## src/rtl/control_dma.sv

```systemverilog
// control_dma: two-channel word-copy DMA engine (READ -> LOAD -> XFER -> WRITE per word).
// Optional macro CONTROL_DMA_ROUND_ROBIN_EN enables round-robin arbitration; default is fixed channel-0 priority.
`default_nettype none

module control_dma #(
  parameter int AW = 16,
  parameter int LW = 8
) (
  input  logic          clk,
  input  logic          reset,
  input  logic          req_0,
  input  logic          req_1,
  input  logic [AW-1:0] src_0,
  input  logic [AW-1:0] src_1,
  input  logic [AW-1:0] dst_0,
  input  logic [AW-1:0] dst_1,
  input  logic [LW-1:0] len_0,
  input  logic [LW-1:0] len_1,
  output logic          gnt_0,
  output logic          gnt_1,
  output logic          done_0,
  output logic          done_1,
  output logic [AW-1:0] mem_addr,
  output logic          mem_rd,
  output logic          mem_wr,
  input  logic          mem_ack,
  output logic          Estado_in,
  output logic          Estado_out,
  output logic          busy
);

  typedef enum logic [2:0] {
    IDLE  = 3'd0,
    READ  = 3'd1,
    LOAD  = 3'd2,
    XFER  = 3'd3,
    WRITE = 3'd4,
    DONE  = 3'd5
  } state_t;

  state_t        state;
  logic [AW-1:0] src_w;
  logic [AW-1:0] dst_w;
  logic [LW-1:0] cnt;
  logic          ch;

  logic          pick;
  logic [AW-1:0] sel_src;
  logic [AW-1:0] sel_dst;
  logic [LW-1:0] sel_len;

`ifdef CONTROL_DMA_ROUND_ROBIN_EN
  logic prio;

  // prio names the channel that wins a tie; it moves to the other channel after each service
  always_comb begin
    pick = (req_0 && req_1) ? prio : !req_0;
  end
`else
  always_comb begin
    pick = !req_0;
  end
`endif

  always_comb begin
    sel_src = pick ? src_1 : src_0;
    sel_dst = pick ? dst_1 : dst_0;
    sel_len = pick ? len_1 : len_0;
  end

  always_ff @(posedge clk or posedge reset) begin
    if (reset) begin
      state      <= IDLE;
      src_w      <= '0;
      dst_w      <= '0;
      cnt        <= '0;
      ch         <= 1'b0;
      gnt_0      <= 1'b0;
      gnt_1      <= 1'b0;
      done_0     <= 1'b0;
      done_1     <= 1'b0;
      mem_addr   <= '0;
      mem_rd     <= 1'b0;
      mem_wr     <= 1'b0;
      Estado_in  <= 1'b0;
      Estado_out <= 1'b0;
      busy       <= 1'b0;
`ifdef CONTROL_DMA_ROUND_ROBIN_EN
      prio       <= 1'b0;
`endif
    end else begin
      gnt_0      <= 1'b0;
      gnt_1      <= 1'b0;
      done_0     <= 1'b0;
      done_1     <= 1'b0;
      Estado_in  <= 1'b0;
      Estado_out <= 1'b0;
      case (state)
        IDLE: begin
          if (req_0 || req_1) begin
            ch    <= pick;
            src_w <= sel_src;
            dst_w <= sel_dst;
            cnt   <= sel_len;
            gnt_0 <= !pick;
            gnt_1 <= pick;
            busy  <= 1'b1;
            if (sel_len == '0) begin
              state  <= DONE;
              done_0 <= !pick;
              done_1 <= pick;
            end else begin
              state    <= READ;
              mem_rd   <= 1'b1;
              mem_addr <= sel_src;
            end
          end
        end
        READ: begin
          if (mem_ack) begin
            mem_rd    <= 1'b0;
            Estado_in <= 1'b1;
            state     <= LOAD;
          end
        end
        LOAD: begin
          Estado_out <= 1'b1;
          state      <= XFER;
        end
        XFER: begin
          mem_wr   <= 1'b1;
          mem_addr <= dst_w;
          state    <= WRITE;
        end
        WRITE: begin
          if (mem_ack) begin
            mem_wr <= 1'b0;
            src_w  <= src_w + AW'(1);
            dst_w  <= dst_w + AW'(1);
            // cnt is never zero here; the <= guard keeps it from wrapping regardless
            if (cnt <= LW'(1)) begin
              cnt    <= '0;
              state  <= DONE;
              done_0 <= !ch;
              done_1 <= ch;
            end else begin
              cnt      <= cnt - LW'(1);
              state    <= READ;
              mem_rd   <= 1'b1;
              mem_addr <= src_w + AW'(1);
            end
          end
        end
        DONE: begin
          busy  <= 1'b0;
          state <= IDLE;
`ifdef CONTROL_DMA_ROUND_ROBIN_EN
          prio  <= !ch;
`endif
        end
        default: begin
          state  <= IDLE;
          mem_rd <= 1'b0;
          mem_wr <= 1'b0;
          busy   <= 1'b0;
        end
      endcase
    end
  end

endmodule

`default_nettype wire
```

## config.mk

```make
export PLATFORM = sky130hd
export DESIGN_NAME = control_dma
export DESIGN_NICKNAME = d
export VERILOG_FILES = /design/src/rtl/control_dma.sv
export SDC_FILE = /design/constraint.sdc
export NUM_CORES = 1
export LEC_CHECK = 0
export ABC_AREA = 1
export BUFFER_PORTS_ARGS = -buffer_cell sky130_fd_sc_hd__buf_2
export CORE_ASPECT_RATIO = 1.75
export CORE_MARGIN = 10
export CORE_UTILIZATION = 35
export DETAILED_ROUTE_END_ITERATION = 10
export GPL_ROUTABILITY_DRIVEN = 1
export MAX_ROUTING_LAYER = met4
export PLACE_DENSITY = 0.54
export SYNTH_ARGS = -nofsm -noshare
export SYNTH_HDL_FRONTEND = slang
export SYNTH_SLANG_ARGS = --single-unit
```

## constraint.sdc

```tcl
create_clock -name clk -period 2.45 [get_ports clk]
set_input_delay 0.1225 -clock clk [delete_from_list [all_inputs] [get_ports clk]]
set_output_delay 0.1225 -clock clk [all_outputs]
set_load 0.005 [all_outputs]
```

==> flow_summary.yaml <==
timing:
  slew_violations: 0
  fin_tns_setup_ps: 0
  hold_viol: 0
  tightestPinTransition_ps: 752
  slew_headroom_pct: 49.8
  grt_setup_unrepaired: "no"
  timing.fmax_mhz: 500
  fin_ws_ps: 449
  setup_viol: 0
  holdWs_ps: 64.3
  fin_crit_sh_pct: 81.7
  period_minus_slack_ps: 2000
  finalClockSkew_ps: 7.65
route:
  drc_errors: 0
  viasPerCell: 4.95
  dr_total_vias: 4930
  routedWlPerCell_um: 15.5
  routed_wl_um: 15400
  dr.pass1.iters: 5
  ant_nets: 0
  drt_iter0_drc: 254
job:
  maxCapViolCount: 0
status:
  status: "finished clean"
final_layout:
  n_antenna_cell: 0
  fin_nets: 909
  area_growth_pct: 21.6
  fillers: 1382
  final_layout_size_suffix_gt1_share_pct: 19.6
setup_path:
  crit_chain: "nor2_4 -> nand2_4 -> inv_4 -> nand2_2 -> nand2_1 -> a21oi_2 -> nand3_2 -> nand2_1 -> nand2_1"
  crit_type: "register to register"
  cpMaxStageDelayCell: "dfrtp_1"
  cp-start-kind: "register"
  crit_cells: 9
  rr_worst_depth: 9
  crit_path_end_kind: "register"
  cp.required_ps: 2680
  critPathTopFamily: "simple AND/OR/NAND/NOR gates"
  slowest_delay_ps: 510
  critPathCapture: "mem_addr[14]$_DFFE_PP0P_"
  cp_max_fo: 18
  reg2reg_from: "state[0]$_DFFE_PP0P_"
  r2r_slack_ps: 450
  worst-path-buf-inv: 1
  crit_path_frequent_cell: "nand2_1"
  r2r-end: "mem_addr[14]$_DFFE_PP0P_"
  arrival_ps: 2230
  crit_start: "state[0]$_DFFE_PP0P_"
clock_network:
  h-tree-depth: 3
  clk_latency_ps: 350
  cts_tree: "built"
  post_cts_hold_buffer_count: 1
  cts_resized: 0
  clock_sinks: 69
  clockBufferDepth: 2
  cts.clk_slew.worst_paths_ps: 60
  cts_setup_buffers: 0
  numCtsBuffers: 9
  root_buffer: "clkbuf_16"
placed_design:
  routabilityCongestion: 0.861
  io_buffers: 109
  dp_slack_ps: 439
  dpl.hpwl_um: 11800
floorplan:
  top_level_ports: 110
  start_util_pct: 35.9
  rows: 55
  coreArea_um2: 12900
  die_w_um: 107
  dieArea_um2: 18400
  die_h_um: 172
power:
  leakage_nw: 3.07
  finalPower_mw: 6.74
  ir_worst_vdd_mv: 0.400
  power_density_nw_per_um2: 1200
yosys:
  syn_inst: 715
  async_flop_share_pct: 100
  synth_cell_types: 32
  synth_seq_cells: 69
  synth_area_um2: 4640
  synth_edf_count: 0
  yosysWarnings: 0
  ys.flop_type: "dfrtp_1"
  avgSynthCellArea_um2: 6.49
  syn-num-nets: 804
  synth-seq-area-share_pct: 37.2
grt:
  grt_pass1_wl_um: 24800
  grtUsageTotal_pct: 17.5
  grt-ovfl-total: 0
  grt_pass1_vias: 5108
  grt_max_degree: 38
  antenna_found_initial: 0
hold_path:
  hold_path.class: "primary input to register"
==> metrics by stage <==
stage | utilization [%] | instance area, µm² | cells
2_1_floorplan | - | 4640 | 715
3_3_place_gp | 41.4 | 5350 | 979
3_5_place_dp | 41.4 | 5350 | 979
4_1_cts | 43.6 | 5640 | 996
5_1_grt | 43.6 | 5640 | 996
6_report | 43.6 | 5640 | 996
==> Yosys cell counts (3+ instances only) <==
library cell | instances | area share (%)
a21oi_1 | 39 | 4.2
inv_2 | 5 | 0.40
nand2_1 | 289 | 23
xor2_1 | 6 | 1.1
nor2_1 | 64 | 5.2
a22oi_1 | 9 | 1.5
a31oi_1 | 9 | 1.2
nand4_1 | 11 | 1.5
nor2_2 | 4 | 0.54
nand2_2 | 3 | 0.40
o211ai_1 | 7 | 1.1
nand3_1 | 52 | 5.6
o31ai_1 | 3 | 0.49
clkbuf_1 | 11 | 0.89
buf_6 | 3 | 0.73
o21ai_0 | 28 | 3.0
nor3_1 | 4 | 0.43
nand3_2 | 3 | 0.65
dfrtp_1 | 69 | 37
ha_1 | 4 | 1.1
inv_1 | 62 | 5.0
buf_2 | 11 | 1.2
buf_4 | 4 | 0.65
o22ai_1 | 4 | 0.54
==> sequential cells by signal, summed over array words and instances (netlist names) <==
name / count
dst_w: 16
mem_addr: 16
src_w: 16
cnt: 8
state: 3
Estado_in: 1
Estado_out: 1
busy: 1
ch: 1
done_0: 1
done_1: 1
gnt_0: 1
gnt_1: 1
mem_rd: 1
mem_wr: 1
==> worst min-delay path by stage <==
stage,startpoint,cells after the start,to,slack [ps]
global placement,reset,2,mem_wr$_DFFE_PP0P_,300
floorplan,req_1,2,busy$_DFFE_PP0P_,290
detailed placement,reset,2,mem_rd$_DFFE_PP0P_,300
CTS,req_1,3,busy$_DFFE_PP0P_,70
global route,req_1,3,busy$_DFFE_PP0P_,90
finish,req_1,3,busy$_DFFE_PP0P_,60
==> final cells by class <==
| cell class | instances | area, µm² | area share (%) |
|---|---|---|---|
| multi-input combinational | 548 | 2490 | 44.2 |
| clock inverter | 7 | 51.3 | 0.910 |
| clock buffer | 9 | 225 | 3.99 |
| tap | 171 | 214 | 3.79 |
| sequential | 69 | 1730 | 30.6 |
| inverter | 68 | 258 | 4.57 |
| timing repair buffer | 124 | 673 | 11.9 |
==> placed cells by master, fill, tap and decap left out, drive strengths merged, types with 3 or more instances in the layout <==
| master | synthesis | final |
|---|---|---|
| nor2 | 70 | 70 |
| clkinv | 0 | 4 |
| a21oi | 40 | 40 |
| nand2 | 293 | 293 |
| o211ai | 7 | 7 |
| nand4 | 11 | 11 |
| a31oi | 9 | 9 |
| buf | 19 | 123 |
| o31ai | 3 | 3 |
| o22ai | 4 | 4 |
| clkbuf | 11 | 9 |
| nand3 | 55 | 55 |
| inv | 68 | 69 |
| a22oi | 9 | 9 |
| o21ai | 28 | 28 |
| dfrtp | 69 | 69 |
| nor3 | 4 | 4 |
| xor2 | 6 | 6 |
| ha | 4 | 4 |
==> cell families (layout without fill, tap and decap cells) <==
group                      Yosys count  count (layout)  share of synthesized area [%]
adders and majority gates            4               4                           1.08
and+or+nand+nor                    435             435                           38.7
xor gates and xnor gates             8               8                           1.51
buffers and inverters               98             208                           9.09
DFF                                 69              69                           37.2
AOI/OAI and AO/OA                  101             101                           12.4
==> worst min-delay path, stage by stage <==
cell	delay, ps
buf_2	90
nand2_1	80
nand3_1	80
==> where the power goes <==
group	switching [mW]	internal [mW]	leakage, nW
sequential	0.532	1.69	0.823
combinational	2.11	1.15	2.11
clock	0.563	0.689	0.132
==> layer usage <==
layer	routed length, µm	part of all wire [%]	vias up	track usage (%)
met5	0	0	-	-
met1	5980	39	2254	17.4
met3	782	5.1	29	3.84
met2	8150	53	151	31.4
met4	514	3.3	0	8.57
li1	-	-	2496	-
Note: power is estimated with default switching activity, not from simulation.
